$ cat src/rtl/tft_bus_arbiter.sv
// Arbitrates several TFT SPI clients onto one tft_spi transmitter.
// A boot client (init sequencer) runs alone after reset; the rest are then arbitrated.
module tft_bus_arbiter #(
  parameter int N_CH    = 4,
  parameter int DW      = 8,
  parameter int RR      = 1,
  parameter int BOOT_CH = 0,
  parameter int BOOT_TO = 1024
) (
  input  logic               clk,
  input  logic               rst,
  input  logic [N_CH-1:0]    req,
  input  logic [N_CH*DW-1:0] ch_data,
  input  logic [N_CH-1:0]    ch_dc,
  input  logic [N_CH-1:0]    ch_transmit,
  input  logic               spi_busy,
  output logic [DW-1:0]      spi_data,
  output logic               spi_dc,
  output logic               spi_transmit,
  output logic [N_CH-1:0]    enable,
  output logic [N_CH-1:0]    grant,
  output logic               boot_done,
  output logic [7:0]         drop_cnt
);

  localparam int IW = (N_CH > 1) ? $clog2(N_CH) : 1;
  localparam int TW = $clog2(BOOT_TO + 1);
  localparam logic [N_CH-1:0] BOOT_MASK = N_CH'(1) << BOOT_CH;

  typedef enum logic [1:0] {BOOT_WAIT, BOOT_RUN, IDLE, OWNED} state_t;

  state_t          state_reg, state_next;
  logic [N_CH-1:0] grant_reg, grant_next;
  logic [N_CH-1:0] enable_reg, enable_next;
  logic            boot_done_reg, boot_done_next;
  logic [7:0]      drop_cnt_reg, drop_cnt_next;
  logic [IW-1:0]   rr_ptr_reg, rr_ptr_next;
  logic [TW-1:0]   timer_reg, timer_next;

  logic [N_CH-1:0] cand;
  logic            win_found;
  logic [IW-1:0]   win_idx;
  logic [IW-1:0]   owner_idx;
  logic            owner_req;
  logic            blocked;
  int              rr_int;
  int              pos;

  always_ff @(posedge clk) begin
    if (!rst) begin
      state_reg     <= BOOT_WAIT;
      grant_reg     <= '0;
      enable_reg    <= BOOT_MASK;
      boot_done_reg <= 1'b0;
      drop_cnt_reg  <= '0;
      rr_ptr_reg    <= '0;
      timer_reg     <= '0;
    end else begin
      state_reg     <= state_next;
      grant_reg     <= grant_next;
      enable_reg    <= enable_next;
      boot_done_reg <= boot_done_next;
      drop_cnt_reg  <= drop_cnt_next;
      rr_ptr_reg    <= rr_ptr_next;
      timer_reg     <= timer_next;
    end
  end

  // Winner search starts at rr_ptr (round-robin) or at 0 (fixed priority), wrapping upward.
  always_comb begin
    cand      = req & enable_reg;
    win_found = 1'b0;
    win_idx   = '0;
    rr_int    = int'(rr_ptr_reg);
    pos       = 0;
    for (int k = 0; k < N_CH; k++) begin
      pos = (RR != 0) ? rr_int + k : k;
      if (pos >= N_CH) pos = pos - N_CH;
      for (int i = 0; i < N_CH; i++) begin
        if (!win_found && pos == i && cand[i]) begin
          win_found = 1'b1;
          win_idx   = IW'(i);
        end
      end
    end
  end

  always_comb begin
    owner_idx = '0;
    for (int i = 0; i < N_CH; i++) begin
      if (grant_reg[i]) owner_idx = IW'(i);
    end
    owner_req = |(req & grant_reg);
    blocked   = |(ch_transmit & ~grant_reg);
  end

  always_comb begin
    state_next     = state_reg;
    grant_next     = grant_reg;
    enable_next    = enable_reg;
    boot_done_next = boot_done_reg;
    rr_ptr_next    = rr_ptr_reg;
    timer_next     = timer_reg;
    drop_cnt_next  = (blocked && drop_cnt_reg != 8'hFF) ? drop_cnt_reg + 8'd1 : drop_cnt_reg;
    case (state_reg)
      BOOT_WAIT: begin
        if (req[BOOT_CH]) begin
          state_next = BOOT_RUN;
          grant_next = BOOT_MASK;
        end else if (timer_reg == TW'(BOOT_TO - 1)) begin
          state_next     = IDLE;
          boot_done_next = 1'b1;
          enable_next    = ~BOOT_MASK;
        end else begin
          timer_next = timer_reg + 1'b1;
        end
      end
      BOOT_RUN: begin
        if (!req[BOOT_CH] && !spi_busy) begin
          state_next     = IDLE;
          grant_next     = '0;
          boot_done_next = 1'b1;
          enable_next    = ~BOOT_MASK;
        end
      end
      IDLE: begin
        if (win_found) begin
          state_next = OWNED;
          grant_next = N_CH'(1) << win_idx;
        end
      end
      OWNED: begin
        if (!owner_req && !spi_busy) begin
          state_next  = IDLE;
          grant_next  = '0;
          rr_ptr_next = (owner_idx == IW'(N_CH - 1)) ? '0 : owner_idx + 1'b1;
        end
      end
      default: state_next = BOOT_WAIT;
    endcase
  end

  // Only the granted channel's lane survives the mask, so others never reach tft_spi.
  logic [DW-1:0] lane_data [N_CH];
  generate
    for (genvar gi = 0; gi < N_CH; gi++) begin : g_lane
      assign lane_data[gi] = grant_reg[gi] ? ch_data[gi*DW +: DW] : '0;
    end
  endgenerate

  always_comb begin
    spi_data = '0;
    for (int i = 0; i < N_CH; i++) begin
      spi_data = spi_data | lane_data[i];
    end
    spi_dc       = |(grant_reg & ch_dc);
    spi_transmit = |(grant_reg & ch_transmit);
  end

  assign grant     = grant_reg;
  assign enable    = enable_reg;
  assign boot_done = boot_done_reg;
  assign drop_cnt  = drop_cnt_reg;

endmodule

$ cat config.mk
export PLATFORM = sky130hd
export DESIGN_NAME = tft_bus_arbiter
export DESIGN_NICKNAME = d
export VERILOG_FILES = /design/src/rtl/tft_bus_arbiter.sv
export SDC_FILE = /design/constraint.sdc
export NUM_CORES = 1
export LEC_CHECK = 0
export CAP_MARGIN = 5
export CORE_MARGIN = 10
export CORE_UTILIZATION = 60
export DETAILED_ROUTE_END_ITERATION = 7
export DONT_BUFFER_PORTS = 1
export GPL_TIMING_DRIVEN = 1
export PLACE_DENSITY = 0.76
export SLEW_MARGIN = 10
export SYNTH_ARGS = -nofsm -noshare
export SYNTH_HDL_FRONTEND = slang
export SYNTH_SLANG_ARGS = --single-unit
$ cat constraint.sdc
create_clock -name clk -period 4.7 [get_ports clk]
set_input_delay 0.94 -clock clk [delete_from_list [all_inputs] [get_ports clk]]
set_output_delay 0.94 -clock clk [all_outputs]
set_load 0.05 [all_outputs]
==> metrics.md, run 1 <==
| Metric | Value |
|---|---|
| Critical path class | `reg -> out` |
| Seq cells post-synth | `29` |
| CTS-repair resized insts | `0` |
| DR pass1 iterations | `4` |
| Die Area | `0.005646 sq mm` |
| Final Routed Wirelength | `4836 microns` |
| Buf/Inv on CP | `0` |
| IO Pins | `74` |
| Post-CTS setup buffer count | `0` |
| H-tree levels | `2` |
| PortBufs | `0` |
| RSZ-0062 raised after global routing | `no` |
| Period minus WS final | `2.863 ns` |
| Reg clk slew, reported paths | `0.09 ns` |
| Layout cells sized above 1 | `0.05752` |
| Worst Path Max Fanout | `15` |
| Post-synthesis cell type count | `41` |
| Core Region | `0.002829 sq mm` |
| Utilization after layout | `0.6510` |
| Number of max-cap violations | `0` |
| Initial Utilization | `0.6448` |
| Final Power | `0.5495 mW` |
| Later-pin clock latency in the skew report | `0.32 ns` |
| Max Slew Vio Count | `0` |
| Synth warn | `0` |
| GRT met2 Usage | `0.2924` |
| P&R area growth vs syn | `0.9604%` |
| Wire per inst | `18.82 microns` |
| First-pass GRT wire length | `7279 microns` |
| ANT nets after route | `0` |
| Final hold violation count | `0` |
| Via density | `6.716` |
| DPL Wire Length | `between 3000 and 4000 microns` |
| CP arrival | `approximately 1.9 ns` |
| CTS tree | `yes` |
| Leakage Power | `0.7077 nW` |
| Top delay family on crit path | `flip-flops` |
| Largest net degree at the start of global routing | `24` |
| Total nets after synthesis | `between 200 and 300` |
| Met3 global-route usage | `0.06439` |
| Gr ovfl total | `0` |
| Cells after synthesis | `235` |
| CTS max path bufs | `2` |
| Post-Layout Cell Count | `257` |
| Fmax | `0.3493 GHz` |
| Seq/Total Area, Yosys | `0.3182` |
| Root buf cell | `clkbuf_4` |
| Post-layout net count | `276` |
| Post-route DRC | `0` |
| HP Class | `reg -> reg` |
| Setup WS pre-CTS | `2.185 ns` |
| CP Cell Sequence | `a22oi_1, nand2_1` |
| Gr usage total | `0.1594` |
| Worst VDD drop | `206.8 uV` |
| Main synth FF type | `dfxtp_1` |
| Synth Cell Area | `approximately 0.0018 sq mm` |
| Chip width | `75.14 microns` |
| Initial antenna violation count | `0` |
| Vias | `1,726` |
| CP max stage cell | `dfxtp_1` |
| Max incr delay on CP | `between 0.9 and 1 ns` |
| Number of synthesized flops with an enable pin | `0` |
| Clk_skew | `0.009695 ns` |
| CTS Buf Count | `5` |
| Top Usage Layer GRT | `met2` |
| CP Data Required Time | `between 3 and 4 ns` |
| Setup TNS | `0 ns` |
| Async SR Flop Fraction | `0` |
| Vias in the first global route | `1,600` |
| Hold-fix buffers, CTS | `0` |
| Max reg flops | `11` |
| Fin crit share | `0.6092` |
| Mean Syn Cell Area | `7.763 sq um` |
| Placed insts | `250` |
| Clk sinks | `29` |
| Power per cell area | `~300 mW/mm^2` |
| Max-Slew Margin vs Limit | `0.2182` |
| Status | `finished, final reports clean` |
| Final Setup Violations | `0` |
| Tightest Pin Transition | `between 1 and 1.5 ns` |
| Fillers | `255` |
| GR Layer Usage met1 | `0.1617` |
| RePlAce Congestion | `0.7925` |
| PnR worst setup slack | `1.837 ns` |
| CP endpoint kind | `primary output` |
| N_diodes | `0` |
| DR iter-0 viols | `roughly 110` |
| Startpoint Class | `register` |
| Die height | `around 75 microns` |
| # rows | `19` |
## worst register-to-register path: stages, from the launching register on
cell and delay (ns):
dfxtp_2 1.12, nand2_1 0.31, nor3_1 0.46, nor3_1 0.15, a311oi_1 0.31, a211oi_1 0.08
## metal layers
| metal | wire [microns] | vias to the layer above |
|---|---|---|
| li1 | - | 839 |
| met1 | 1825 | 820 |
| met2 | 2589 | 65 |
| met3 | 404 | 2 |
| met4 | 16 | 0 |
| met5 | 0 | - |
## cells by family (layout without fill, tap and decap cells)
kind of cell	count (synthesis)	count (layout)	synth area share
XOR/XNOR	14	14	0.06722
flip-flops	29	29	0.3182
AND/OR/NAND/NOR	101	101	0.2634
buffers and inverters	23	14	0.05693
adder cells (fa/ha/maj)	3	3	0.02058
AO/OA/AOI/OAI	60	60	0.2435
multiplexers	5	5	0.03018
## cell usage in the layout, fill, tap and decap left out, drive strengths merged
cell type / netlist / routed
xor2: 8 / 8
mux2i: 4 / 4
nand2: 30 / 30
xnor2: 6 / 6
nor2b: 1 / 1
and4: 2 / 2
o31ai: 2 / 2
mux2: 1 / 1
o211a: 1 / 1
nand3: 8 / 8
o22ai: 3 / 3
ha: 3 / 3
clkbuf: 10 / 7
a211oi: 1 / 1
inv: 7 / 7
a32o: 1 / 1
a222oi: 1 / 1
dfxtp: 29 / 29
nor4: 1 / 1
and2: 2 / 2
nor3: 14 / 14
nand3b: 1 / 1
or3: 4 / 4
a311oi: 2 / 2
a32oi: 3 / 3
nor2: 23 / 23
a211o: 2 / 2
o211ai: 1 / 1
o21ai: 9 / 9
a22oi: 24 / 24
a21oi: 9 / 9
o21a: 1 / 1
nand2b: 4 / 4
and3: 4 / 4
nand4: 7 / 7
## worst paths after layout
check	startpoint	endpoint	slack (ns)	depth (start not counted)
worst min register to register	timer_reg[10]	timer_reg[10]	0.50	1
worst max-delay path	grant[0]	spi_dc	1.84	2
worst min-delay path	timer_reg[10]	timer_reg[10]	0.50	1
worst max register to register	enable[2]	grant[0]	2.13	5
## cells in the mapped netlist (5+ instances only)
master | number | area share
inv_1 | 7 | 0.014
nor2_1 | 23 | 0.047
o21ai_0 | 5 | 0.014
nand3_1 | 8 | 0.022
a21oi_1 | 9 | 0.025
dfxtp_1 | 29 | 0.32
xnor2_1 | 6 | 0.029
nor3_1 | 14 | 0.038
nand2_1 | 30 | 0.062
a22oi_1 | 24 | 0.099
xor2_1 | 8 | 0.038
clkbuf_1 | 10 | 0.021
nand4_1 | 7 | 0.024
## metrics by stage
stage	hold slack, ns	instance area [sq um]
finish	0.4951	1842
floorplan	0.4586	1824
global placement	0.4697	1787
detailed placement	0.4813	1787
CTS	0.4958	1842
global route	0.5151	1842
## area by class of cell
cell class	count	area [sq um]	share of cell area
multi-input cells	183	1140	0.6189
flip-flops and latches	29	581.8	0.3159
inverters	7	26.28	0.01427
well taps	31	38.79	0.02106
clock buffers	7	55.05	0.02989
## report_power, final
| part | total [mW] | internal [mW] | switching, mW | leakage [nW] |
|---|---|---|---|---|
| Combinational | 0.0998 | 0.0298 | 0.0700 | 0.440 |
| Clock | 0.151 | 0.0705 | 0.0805 | 0.0314 |
| Sequential | 0.299 | 0.255 | 0.0436 | 0.236 |
Power figures use the tool's default switching activity.
==> run 2: changes to the inputs <==
--- a/config.mk
+++ b/config.mk
@@ -7,11 +7,11 @@
 export LEC_CHECK = 0
 export CAP_MARGIN = 5
 export CORE_MARGIN = 10
-export CORE_UTILIZATION = 60
+export CORE_UTILIZATION = 57
 export DETAILED_ROUTE_END_ITERATION = 7
 export DONT_BUFFER_PORTS = 1
 export GPL_TIMING_DRIVEN = 1
-export PLACE_DENSITY = 0.76
+export PLACE_DENSITY = 0.75
 export SLEW_MARGIN = 10
 export SYNTH_ARGS = -nofsm -noshare
 export SYNTH_HDL_FRONTEND = slang
==> constraint.sdc (replaced) <==
create_clock -name clk -period 2.5 [get_ports clk]
set_input_delay 0.5 -clock clk [delete_from_list [all_inputs] [get_ports clk]]
set_output_delay 0.5 -clock clk [all_outputs]
set_load 0.05 [all_outputs]
==> metrics.md, run 2 (synthesized netlist as in run 1, its figures left out) <==
| Metric | Value |
|---|---|
| Hold-fix buffers, CTS | `0` |
| H-tree levels | `2` |
| Utilization after layout | `0.6406` |
| Logic pwr share | `0.239` |
| Fmax | `between 0.4 and 0.5 GHz` |
| CP arrival | `1.69 ns` |
| Switching power | `0.3821 mW` |
| Die height | `~77 microns` |
| N_diodes | `0` |
| Max incr delay on CP | `0.57 ns` |
| Post-Layout Cell Count | `between 200 and 300` |
| Fin Hold WS | `approximately 0.25 ns` |
| Gr usage total | `0.1638` |
| Reg clk slew, reported paths | `0.09 ns` |
| CTS-repair resized insts | `0` |
| Clock network power share | `0.278` |
| Flop pwr share | `0.483` |
| CTS tree | `yes` |
| Number of max-cap violations | `0` |
| Die Area | `0.005863 sq mm` |
| CP Data Required Time | `about 2.0 ns` |
| CTS max path bufs | `2` |
| Post-layout net count | `just under 300` |
| RSZ-0062 raised after global routing | `no` |
| Later-pin clock latency in the skew report | `0.34 ns` |
| Wire per inst | `17.50 microns` |
| First-pass GRT wire length | `8121 microns` |
| Initial antenna violation count | `0` |
| Post-CTS setup buffer count | `0` |
| Buf/Inv on CP | `1` |
| Layout cells sized above 1 | `0.1088` |
| Max-Slew Margin vs Limit | `0.5324` |
| Startpoint Class | `register` |
| Switching share of total power | `0.3592` |
| DPL Wire Length | `3840 microns` |
| Leakage Power | `0.7765 nW` |
| Gr ovfl total | `0` |
| Vias | `1,771` |
| Tightest Pin Transition | `0.7006 ns` |
| Max reg flops | `11` |
| Most frequent cells in the layout | `30 x nand2_1, 28 x dfxtp_1, 24 x a22oi_1` |
| # rows | `20` |
| Period minus WS final | `2.186 ns` |
| Setup TNS | `0 ns` |
| Placed insts | `roughly 280` |
| Final Setup Violations | `0` |
| Dpl cell area | `0.001901 sq mm` |
| Setup WS pre-CTS | `0.4173 ns` |
| P&R area growth vs syn | `7.202%` |
| Via density | `around 6.3` |
| HP Class | `in -> reg` |
| Initial Utilization | `0.5975` |
| CP Cell Sequence | `buf_4, a22oi_1, nand2_1` |
| Clk sinks | `29` |
| Chip width | `between 70 and 80 microns` |
| Fin crit share | `0.8742` |
| Post-route DRC | `0` |
| Root buf cell | `clkbuf_4` |
| Final Power | `between 1 and 1.5 mW` |
| Top delay family on crit path | `flip-flops` |
| Design Area, Final | `0.001956 sq mm` |
| Clk_skew | `0.007847 ns` |
| Core Region | `between 0.003 and 0.004 sq mm` |
| Critical path class | `reg -> out` |
| Final Routed Wirelength | `4953 microns` |
| DR iter-0 viols | `129` |
| Pint | `0.6817 mW` |
| IO Pins | `74` |
| Status | `finished, final reports clean` |
| Largest net degree at the start of global routing | `24` |
| Commonest non-fill, non-tap cell in the layout | `nand2_1` |
| DR pass1 iterations | `5` |
| Worst VDD drop | `between 200 and 250 uV` |
| Max Slew Vio Count | `0` |
| ANT nets after route | `0` |
| CP max stage cell | `dfxtp_1` |
| Worst Path Max Fanout | `13` |
| CTS Buf Count | `5` |
| CP endpoint kind | `primary output` |
| PnR worst setup slack | `0.3145 ns` |
| Power per cell area | `544.0 mW/mm^2` |
| PortBufs | `0` |
| Final hold violation count | `0` |
| RePlAce Congestion | `0.8829` |
| Vias in the first global route | `1,760` |
[run 2: cell types whose count changed in the layout (fill, tap and decap cells not counted)]
cell   delta
buf_4    +13
[run 2: final cells by class]
| class | count | area (sq um) |
|---|---|---|
| Fill cell | 282 | 1097 |
| Clock buffer | 7 | 55.05 |
| Inverter | 7 | 26.28 |
| Timing Repair Buffer | 13 | 97.59 |
| Sequential cell | 29 | 581.8 |
| Multi-Input combinational cell | 183 | 1140 |
| Tap cell | 44 | 55.05 |
[run 2: power by group through the flow]
| stage | Sequential [mW] | Clock (mW) | Combinational (mW) |
|---|---|---|---|
| floorplan | 0.540 | 0 | 0.197 |
| global placement | 0.522 | 0 | 0.247 |
| detailed placement | 0.524 | 0 | 0.254 |
| CTS | 0.513 | 0.299 | 0.255 |
| global route | 0.519 | 0.321 | 0.274 |
| finish | 0.514 | 0.296 | 0.254 |
[run 2: final timing paths]
kind	from	end	slack, ns	cells after the start
setup / recovery	grant[2]	spi_data[5]	0.31	3
hold / removal	rst	enable[0]	0.25	1
setup reg to reg	rr_ptr_reg[1]	grant[2]	0.37	6
hold reg to reg	timer_reg[10]	timer_reg[10]	0.50	1
[run 2: worst register-to-register path, stage by stage, from the launching register on]
cell,delay (ns)
dfxtp_1,0.61
mux2_4,0.35
a32o_1,0.21
a211o_4,0.30
o31ai_2,0.33
nand2_1,0.11
o22ai_1,0.16
[run 2: routing by layer]
metal / GRT usage / up-vias / part of all wire
met4: 0.06506 / 0 / 0.019
met2: 0.2900 / 69 / 0.51
li1: - / 865 / -
met1: 0.1669 / 827 / 0.39
met5: 0 / - / 0
met3: 0.06722 / 10 / 0.080
==> run 3: changes to the inputs <==
--- a/config.mk
+++ b/config.mk
@@ -6,12 +6,15 @@
 export NUM_CORES = 1
 export LEC_CHECK = 0
 export CAP_MARGIN = 5
+export CORE_ASPECT_RATIO = 0.8
 export CORE_MARGIN = 10
-export CORE_UTILIZATION = 57
+export CORE_UTILIZATION = 59
+export CTS_BUF_LIST = sky130_fd_sc_hd__clkbuf_4 sky130_fd_sc_hd__clkbuf_8
+export CTS_CLUSTER_DIAMETER = 50
 export DETAILED_ROUTE_END_ITERATION = 7
 export DONT_BUFFER_PORTS = 1
 export GPL_TIMING_DRIVEN = 1
-export PLACE_DENSITY = 0.75
+export PLACE_DENSITY = 0.78
 export SLEW_MARGIN = 10
 export SYNTH_ARGS = -nofsm -noshare
 export SYNTH_HDL_FRONTEND = slang
==> metrics.md, run 3 (synthesized netlist as in run 1, its figures left out) <==
| Metric | Value |
|---|---|
| Chip width | `82.17 microns` |
| Die height | `69.74 microns` |
| Die Area | `0.005730 sq mm` |
| Later-pin clock latency in the skew report | `~0.28 ns` |
| DR pass1 iterations | `7` |
| CTS tree | `yes` |
| Startpoint Class | `register` |
| Reg clk slew, reported paths | `0.07 ns` |
| Max Slew Vio Count | `0` |
| CTS-repair resized insts | `0` |
| Fmax | `~0.45 GHz` |
| Setup TNS | `0 ns` |
| Final Setup Violations | `0` |
| Most frequent cells in the layout | `30 x nand2_1, 28 x dfxtp_1, 24 x a22oi_1` |
| RSZ-0062 raised after global routing | `no` |
| PortBufs | `0` |
| Gr ovfl total | `0` |
| Final Routed Wirelength | `5421 microns` |
| CP endpoint kind | `register` |
| Worst VDD drop | `about 530 uV` |
| ANT nets after route | `0` |
| Fillers | `241` |
| Hold depth | `1` |
| CP Data Required Time | `2.70 ns` |
| Clk sinks | `29` |
| CTS max path bufs | `2` |
| Wire per inst | `19.50 microns` |
| N_diodes | `0` |
| RePlAce Congestion | `~0.8` |
| Leakage Power | `roughly 0.80 nW` |
| Number of max-cap violations | `0` |
| Vias in the first global route | `1,829` |
| Vias | `1,864` |
| Status | `finished, final reports clean` |
| Max-Slew Margin vs Limit | `0.5044` |
| IO Pins | `74` |
| Root buf cell | `clkbuf_8` |
| Launching point of the worst reg2reg path | `rr_ptr_reg[1]` |
| Post-Layout Cell Count | `278` |
| Period minus WS final | `~2.2 ns` |
| # rows | `17` |
| Hold-fix buffers, CTS | `0` |
| Post-CTS setup buffer count | `0` |
| Worst Path Max Fanout | `13` |
| Initial antenna violation count | `0` |
| Fin Hold WS | `between 0.2 and 0.3 ns` |
| Worst R2R Path Depth | `6` |
| Tightest Pin Transition | `about 0.74 ns` |
| HP Class | `in -> reg` |
| Initial Utilization | `0.6400` |
| Critical path class | `reg -> reg` |
| Utilization after layout | `0.7063` |
| Largest net degree at the start of global routing | `24` |
| CTS Buf Count | `5` |
| R2R setup slack | `0.26 ns` |
| Layout cells sized above 1 | `0.1167` |
| CP arrival | `around 2.4 ns` |
| Clk_skew | `0.008348 ns` |
| First-pass GRT wire length | `8811 microns` |
| Post-layout net count | `289` |
| Placed insts | `between 200 and 300` |
| Commonest non-fill, non-tap cell in the layout | `nand2_1` |
| Max reg flops | `11` |
| Gr usage total | `0.1868` |
| Post-route DRC | `0` |
| DPL Wire Length | `4117 microns` |
| H-tree levels | `2` |
| Core Region | `around 0.0029 sq mm` |
| DR iter-0 viols | `~210` |
| Reg2reg end | `grant[2]` |
| P&R area growth vs syn | `10.36%` |
| Final hold violation count | `0` |
| Hold Path End | `enable[0]` |
| Hold_sp | `rst` |
| Power per cell area | `about 640 mW/mm^2` |
| Via density | `6.705` |
| Fin crit share | `0.8973` |
## run 3: routing by layer
metal / global-route usage / up-vias / wire length (microns)
li1: - / 869 / -
met1: 0.2167 / 876 / 2117
met2: 0.2953 / 111 / 2603
met3: 0.08915 / 8 / 640
met4: 0.05243 / 0 / 59
met5: 0 / - / 0
## run 3: how the worst max path moves through the flow
stage / start / end / slack [ns] / cells past startpoint
floorplan: enable[2] / grant[0] / 0.50 / 6
global placement: rr_ptr_reg[1] / grant[2] / 0.48 / 6
detailed placement: rr_ptr_reg[1] / grant[3] / 0.33 / 6
CTS: rr_ptr_reg[1] / grant[2] / 0.29 / 6
global route: rr_ptr_reg[1] / grant[2] / 0.11 / 6
finish: rr_ptr_reg[1] / grant[2] / 0.26 / 6
## run 3: layout make-up
| cell class | instances | area, sq um | area share |
|---|---|---|---|
| Timing Repair Buffer | 13 | 97.59 | 0.04848 |
| Sequential cell | 29 | 581.8 | 0.2890 |
| Inverter | 7 | 26.28 | 0.01305 |
| Tap cell | 38 | 47.55 | 0.02362 |
| Multi-Input combinational cell | 183 | 1140 | 0.5662 |
| Clock inverter | 2 | 37.54 | 0.01865 |
| Clock buffer | 6 | 82.58 | 0.04102 |
## run 3: through the flow
step | setup WS, ns | power (mW) | area (sq um)
3_3_place_gp | 0.4838 | 0.7653 | 1893
6_report | 0.2566 | 1.279 | 2013
3_5_place_dp | 0.3282 | 0.7768 | 1893
5_1_grt | 0.1098 | 1.332 | 2013
2_1_floorplan | 0.4987 | 0.7373 | 1824
4_1_cts | 0.2876 | 1.285 | 2013
## run 3: critical path: stages (launching register included)
cell	delay, ns
dfxtp_1	0.64
mux2_4	0.35
a32o_1	0.21
a211o_4	0.30
o31ai_2	0.36
nand2_1	0.12
o22ai_1	0.18
## run 3: power breakdown
group	switching (mW)	internal (mW)	total (mW)	leakage, nW
sequential	0.0411	0.480	0.521	0.236
clock	0.187	0.324	0.510	0.0574
combinational	0.180	0.0670	0.247	0.508
total	0.408	0.871	1.28	0.802
